===== config.mk =====
export PLATFORM = sky130hd
export DESIGN_NAME = jmp_unit
export DESIGN_NICKNAME = d
export VERILOG_FILES = /design/src/rtl/jrb8_pkg.sv /design/src/rtl/jmp_cond_eval.sv /design/src/rtl/jmp_unit.sv
export SDC_FILE = /design/constraint.sdc
export NUM_CORES = 1
export LEC_CHECK = 0
export CAP_MARGIN = 20
export CORE_ASPECT_RATIO = 1.25
export CORE_MARGIN = 4
export CORE_UTILIZATION = 47
export DETAILED_ROUTE_END_ITERATION = 10
export PLACE_DENSITY = 0.76
export SLEW_MARGIN = 0
export SYNTH_ARGS = -nofsm -noshare
export SYNTH_HDL_FRONTEND = slang
export SYNTH_SLANG_ARGS = --single-unit

===== constraint.sdc =====
create_clock -name clk -period 2.35 [get_ports clk]
set_clock_uncertainty 0.05 [all_clocks]
set_input_delay 0.47 -clock clk [delete_from_list [all_inputs] [get_ports clk]]
set_output_delay 0.47 -clock clk [all_outputs]
set_load 0.05 [all_outputs]

===== src/rtl/jrb8_pkg.sv =====
// Shared definitions for the jump-resolution unit and its condition evaluator:
// condition codes, flag bit positions and FSM state encoding.
package jrb8_pkg;

    localparam logic [3:0] COND_ALWAYS = 4'h0;
    localparam logic [3:0] COND_EQ     = 4'h1;
    localparam logic [3:0] COND_NE     = 4'h2;
    localparam logic [3:0] COND_LT     = 4'h3;
    localparam logic [3:0] COND_LE     = 4'h4;
    localparam logic [3:0] COND_GT     = 4'h5;
    localparam logic [3:0] COND_GE     = 4'h6;
    localparam logic [3:0] COND_C      = 4'h7;
    localparam logic [3:0] COND_NC     = 4'h8;
    localparam logic [3:0] COND_O      = 4'h9;
    localparam logic [3:0] COND_NO     = 4'hA;
    localparam logic [3:0] COND_S      = 4'hB;
    localparam logic [3:0] COND_NS     = 4'hC;
    localparam logic [3:0] COND_HI     = 4'hD;
    localparam logic [3:0] COND_LS     = 4'hE;
    localparam logic [3:0] COND_NEVER  = 4'hF;

    localparam int FLAG_Z = 3;
    localparam int FLAG_O = 2;
    localparam int FLAG_C = 1;
    localparam int FLAG_S = 0;

    localparam logic [1:0] ST_IDLE     = 2'd0;
    localparam logic [1:0] ST_FETCH_HI = 2'd1;
    localparam logic [1:0] ST_FETCH_LO = 2'd2;
    localparam logic [1:0] ST_COMMIT   = 2'd3;

endpackage


===== src/rtl/jmp_cond_eval.sv =====
// Combinational condition evaluator: cond (4b) x flags {Z,O,C,S} -> result.
// Ports: cond, flags in; result out. Shared with conditional-move logic.
module jmp_cond_eval
    import jrb8_pkg::*;
(
    input  logic [3:0] cond,
    input  logic [3:0] flags,
    output logic       result
);

    logic z, o, c, s, lt;

    assign z  = flags[FLAG_Z];
    assign o  = flags[FLAG_O];
    assign c  = flags[FLAG_C];
    assign s  = flags[FLAG_S];
    // Signed less-than after a compare
    assign lt = s ^ o;

    always_comb begin
        result = 1'b0;
        case (cond)
            COND_ALWAYS: result = 1'b1;
            COND_EQ:     result = z;
            COND_NE:     result = !z;
            COND_LT:     result = lt;
            COND_LE:     result = z | lt;
            COND_GT:     result = !z & !lt;
            COND_GE:     result = !lt;
            COND_C:      result = c;
            COND_NC:     result = !c;
            COND_O:      result = o;
            COND_NO:     result = !o;
            COND_S:      result = s;
            COND_NS:     result = !s;
            COND_HI:     result = !c & !z;
            COND_LS:     result = c | z;
            default:     result = 1'b0;
        endcase
    end

endmodule


===== src/rtl/jmp_unit.sv =====
// Branch-resolution stage: latches cond/flags, fetches 1 or 2 target bytes
// (rd_req/rd_valid/rd_data), pulses pc_inc per byte, then commits in one
// cycle with done/taken/pc_load and pc_next. busy is high outside IDLE.
module jmp_unit
    import jrb8_pkg::*;
#(
    parameter int ADDR_W = 16
) (
    input  logic              clk,
    input  logic              rst_n,
    input  logic              jmp_req,
    input  logic [3:0]        cond,
    input  logic [3:0]        flags,
    output logic              rd_req,
    input  logic              rd_valid,
    input  logic [7:0]        rd_data,
    output logic              pc_inc,
    output logic              pc_load,
    output logic [ADDR_W-1:0] pc_next,
    output logic              taken,
    output logic              done,
    output logic              busy
);

    logic [1:0] state;
    logic [3:0] cond_q;
    logic [3:0] flags_q;
    logic [7:0] hi_q;
    logic       inc_q;
    logic       cres;

    jmp_cond_eval u_eval (
        .cond   (cond_q),
        .flags  (flags_q),
        .result (cres)
    );

    always_ff @(posedge clk or negedge rst_n) begin
        if (!rst_n) begin
            state   <= ST_IDLE;
            cond_q  <= '0;
            flags_q <= '0;
            hi_q    <= '0;
            inc_q   <= 1'b0;
            pc_next <= '0;
        end else begin
            inc_q <= 1'b0;
            case (state)
                ST_IDLE: begin
                    if (jmp_req) begin
                        cond_q  <= cond;
                        flags_q <= flags;
                        state   <= (ADDR_W == 16) ? ST_FETCH_HI
                                                  : ST_FETCH_LO;
                    end
                end
                ST_FETCH_HI: begin
                    if (rd_valid) begin
                        hi_q  <= rd_data;
                        inc_q <= 1'b1;
                        state <= ST_FETCH_LO;
                    end
                end
                ST_FETCH_LO: begin
                    if (rd_valid) begin
                        // Narrow build keeps only the low byte
                        pc_next <= ADDR_W'({hi_q, rd_data});
                        inc_q   <= 1'b1;
                        state   <= ST_COMMIT;
                    end
                end
                ST_COMMIT: state <= ST_IDLE;
                default:   state <= ST_IDLE;
            endcase
        end
    end

    assign rd_req  = (state == ST_FETCH_HI) || (state == ST_FETCH_LO);
    assign done    = (state == ST_COMMIT);
    assign taken   = done & cres;
    assign pc_load = taken;
    assign pc_inc  = inc_q;
    assign busy    = (state != ST_IDLE);

endmodule


; After elaboration in Yosys (flattened, before gate mapping)
; Cells that the tools add are included.
[word_totals]
output_inout_bits = 22
word_cells = 53
reg_bits = 35
input_bits = 20
[op_classes]
n_eq_ne = 20
muxes = 7
reduce_logical = 14
bitwise = 6
[ops]
columns = cell, count
row1 = "4-bit equality test, second input constant", 7
row2 = "4-bit by 3-bit equality test with 1-bit output, second input constant", 4
row3 = 1-bit one-hot mux with 15 select lines, 1
row4 = "4-bit by 2-bit equality test with 1-bit output, second input constant", 2
row5 = 2-bit one-hot mux with 4 select lines, 1
row6 = 2-bit two-way mux, 3
row7 = "2-bit inequality test, second input constant", 3
row8 = 2-bit AND reduction, 3
row9 = 1-bit zero test, 5
row10 = "2-bit equality test, second input constant", 2
row11 = "4-bit by 1-bit equality test with 1-bit output, second input constant", 1
row12 = 4-bit zero test, 1
row13 = 1-bit AND, 3
row14 = 3-bit AND reduction, 1
row15 = "2-bit by 1-bit equality test with 1-bit output, second input constant", 1
row16 = 2-bit zero test, 1
row17 = 1-bit two-way mux, 2
row18 = 1-bit bitwise OR, 2
row19 = 2-bit nonzero test, 1
row20 = 2-bit OR reduction, 1
row21 = 1-bit logical OR, 1
row22 = 1-bit XOR, 1

; Longest topological paths before layout
[depth]
depth_word = 5
mapped_depth = 7
mapped_depth_nobuf = 6

; By module
; From an unflattened synthesis, not the netlist that was laid out.
[unflattened]
hier_cells = 114
area_unflattened_um2 = 1605.3
[by_module_without_submodules]
columns = module, seq_area_each_um2, area_each_um2, n_inst, cells_per_inst
row1 = jmp_unit, 875.8, 1425.1, 1, 87
row2 = jmp_cond_eval, 0.0, 180.2, 1, 27

; Worst setup path after synthesis
; No wires, ideal clock.
[synth_timing]
path_type = register -> output
start = reg cond_q[3]
end = out taken
t_required_ns = 1.830
path_stages_with_launch = 7
setup_slack_ns = -0.147
arrival_ns = 1.977
path_buffers = 1
path_cell_list = dfrtp_1 > or3b_1 > o21ai_0 > a31oi_1 > a32o_1 > a21oi_2 > buf_4
[synth_via]
elab_chain_cells = 3
elab_cells_between_ends = 17
classes_between = eq/ne (14) / mux (1) / bitwise (1) / reduce/logical (1)
[synth_lines]
columns = element, line_no
row1 = start: declaration, jmp_unit.sv:26  ; logic [3:0] cond_q;
row2 = start signal: assignment, jmp_unit.sv:51  ; cond_q <= cond;
row3 = "4-bit equality test, or another cell as far along", jmp_cond_eval.sv:22  ; case (cond)
row4 = 1-bit one-hot mux with 15 select lines (*), jmp_cond_eval.sv:22
row5 = 1-bit AND (*), jmp_unit.sv:80  ; assign taken = done & cres;
row6 = end: declaration, jmp_unit.sv:20  ; output logic taken,
; Every way passes the cells marked *; elsewhere a longest branch is shown, timed or not.

; Worst setup path after layout
[layout_timing]
start = reg flags_q[0]
end = out taken
[layout_via]
elab_chain_cells = 5
elab_cells_between_ends = 7
classes_between = mux (1) / bitwise (4) / reduce/logical (2)
[layout_lines]
columns = element, line_no
row1 = start: declaration, jmp_unit.sv:27  ; logic [3:0] flags_q;
row2 = start signal: assignment, jmp_unit.sv:52  ; flags_q <= flags;
row3 = 1-bit XOR, jmp_cond_eval.sv:18  ; assign lt = s ^ o;
row4 = 1-bit zero test, "jmp_cond_eval.sv:28, jmp_cond_eval.sv:29"
row5 = 1-bit AND, jmp_cond_eval.sv:28  ; COND_GT: result = !z & !lt;
row6 = 1-bit one-hot mux with 15 select lines (*), jmp_cond_eval.sv:22
row7 = 1-bit AND (*), jmp_unit.sv:80
; Marks and branches as above.

==> results.sh <==
export IMPL_grt_start_max_net_pins=36
export IMPL_syn_num_nets=145
export IMPL_antenna_found_initial=0
export IMPL_antenna_left=0
export IMPL_finalNonFillerCells=204
export IMPL_hp_class="flop to flop"
export IMPL_hold_viol_final=0
export IMPL_finalSetupViolCount=2
export IMPL_cts_sinks=35
export IMPL_die_x_um=59.8
export IMPL_synth_edf_count=0
export IMPL_critical_path_startpoint="flags_q[0]"
export IMPL_rsz0062_at_grt="yes"
export IMPL_cp_start_kind="flop"
export IMPL_relSlewSlack_pct=64.0
export IMPL_pre_cts_slack_ns=0.148
export IMPL_period_minus_slack_ns=2.40
export IMPL_fin_nets=192
export IMPL_avgSynthCellArea_um2=13.2
export IMPL_synth_cells=120
export IMPL_cts_tree="done"
export IMPL_critPathKind="flop to output port"
export IMPL_cp_arrival_ns=1.88
export IMPL_dp_cells=195
export IMPL_synth_cell_type_count=28
export IMPL_clk_latency_ns=0.28
export IMPL_die_area_um2=4360
export IMPL_seq_area_um2=880
export IMPL_required_ns=1.83
export IMPL_critPathCapture="taken"
export IMPL_io_buffers=41
export IMPL_gp_congestion=0.933
export IMPL_routed_wl_um=3140
export IMPL_synth_flop_cell="dfrtp_1"
export IMPL_multi_input_area_um2=668
export IMPL_r2r_start="state[0]"
export IMPL_max_cap_viol_count=0
export IMPL_coreArea_um2=3220
export IMPL_final_cell_mix="clkdlybuf4s50_1, mux2_2, dfrtp_1"
export IMPL_failed_checks="setup timing"
export IMPL_worst_slack_ns=-0.0516
export IMPL_cts_buffers=5
export IMPL_r2r_end="state[1]"
export IMPL_h_tree_depth=2
export IMPL_vias=1115
export IMPL_fin_util_pct=66.9
export IMPL_antenna_cells=0
export IMPL_grt_usage_pct=17.4
export IMPL_grt_pass1_vias=1205
export IMPL_layout_area_overhead_vs_synth_pct=36.5
export IMPL_outcome="complete, but fails checks"
export IMPL_ys_ff_latch=35
export IMPL_grt_pass1_wl_um=5520
export IMPL_clock_root_buffer="clkbuf_8"
export IMPL_cts_clk_slew_worst_paths_ns=0.06
export IMPL_drc=0
export IMPL_drive_gt1_share_pct=32.9
export IMPL_final_common_cell="clkdlybuf4s50_1"
export IMPL_clockBufferDepth=2
export IMPL_vias_per_cell=5.47
export IMPL_wl_per_cell_um=15.4
export IMPL_io_pins=42
export IMPL_max_slew_worst_pin_slew_ns=0.538
export IMPL_rows=23
export IMPL_fin_crit_sh_pct=102
export IMPL_r2r_slack_ns=0.75
export IMPL_hold_slack_ns=0.449
export IMPL_dr_pass1_iters=4
export IMPL_nFillCells=250
export IMPL_fmax_mhz=416
export IMPL_die_y_um=72.8
export IMPL_ff2ff_path_depth=5
export IMPL_overflow=0
export IMPL_cts_hold_buffers=0
export IMPL_ys_warn_count=0
export IMPL_dp_hpwl_um=2290
export IMPL_end_kind="output port"
export IMPL_first_iter_violations=33
export IMPL_netlist_area_um2=1580
export IMPL_start_util_pct=49.0
export IMPL_slew_violations=0
export IMPL_worstPathMaxFanout=6
export IMPL_synth_seq_area_share_pct=55.5
export IMPL_synth_async_reset_ratio_pct=100
==> metrics by stage <==
step / area (um^2) / TNS [ns]
final: 2160 / -0.103
after CTS: 2150 / -0.110
after global routing: 2160 / -0.264
after detailed placement: 2040 / 0
after global placement: 2040 / 0
after floorplan: 1590 / 0
==> worst max-delay path, cell delays in order, from the launching register on <==
cell and delay, ns:
dfrtp_2 0.45, or3b_1 0.37, o21ai_1 0.09, a31oi_1 0.09, a32o_2 0.25, a21oi_4 0.19, buf_12 0.16
==> registers in the layout (all words and copies together), names as in the netlist <==
| signal | count |
|---|---|
| pc_next | 16 |
| hi_q | 8 |
| cond_q | 4 |
| flags_q | 4 |
| state | 2 |
| pc_inc | 1 |
==> routing by layer <==
| layer | vias up | track usage [%] | part of all wire [%] |
|---|---|---|---|
| met4 | 0 | 8.87 | 1.2 |
| li1 | 512 | - | - |
| met1 | 559 | 19.2 | 38 |
| met5 | - | 0 | 0 |
| met2 | 40 | 27.5 | 52 |
| met3 | 4 | 8.32 | 8.7 |
==> worst min-delay path by stage <==
| stage | from | end | slack [ns] | cells past startpoint |
|---|---|---|---|---|
| after floorplan | rst_n | cond_q[0] | 0.12 | 0 |
| after global placement | hi_q[4] | pc_next[12] | 0.43 | 1 |
| after detailed placement | hi_q[2] | pc_next[10] | 0.44 | 1 |
| after CTS | hi_q[2] | pc_next[10] | 0.45 | 1 |
| after global routing | pc_next[3] | pc_next[3] | 0.48 | 1 |
| final | hi_q[2] | pc_next[10] | 0.45 | 1 |
==> timing repair <==
action	in CTS	in global routing
gates resized for setup	6	0
setup buffers	1	1
endpoints found under the setup margin	2	2
pin swaps	2	1
==> Yosys cell counts, types with 2 or more instances <==
cell | number | area share (%)
nor2_1 | 5 | 1.2
dfrtp_1 | 35 | 55
a21oi_1 | 3 | 0.95
ha_1 | 5 | 4.0
a31oi_1 | 2 | 0.79
o21ai_0 | 5 | 1.6
mux2_2 | 34 | 24
nand2_1 | 5 | 1.2
buf_4 | 2 | 0.95
nand3_1 | 2 | 0.63
inv_1 | 5 | 1.2
==> cells by family (layout without fill, tap and decap cells) <==
| family | Yosys count | after routing | synth area share, % |
|---|---|---|---|
| AOI/OAI and AO/OA | 14 | 14 | 5.47 |
| xor gates and xnor gates | 1 | 1 | 0.555 |
| adders and majority gates | 5 | 5 | 3.96 |
| buffers and inverters | 10 | 57 | 3.25 |
| DFF | 35 | 35 | 55.5 |
| muxes | 35 | 35 | 24.9 |
| and+or+nand+nor | 20 | 20 | 6.42 |
==> final cells by class <==
type / instances / share of cell area [%]
repair buffers: 45 / 21.1
clock inverters: 1 / 0.232
flip-flops and latches: 35 / 40.8
multi-input cells: 75 / 31.0
inverters: 5 / 0.871
clock buffers: 6 / 3.83
well taps: 37 / 2.15
Power is left out: the tool's default activity adds up to more than one toggle a clock period on the data nets, which glitch-free logic cannot reach.
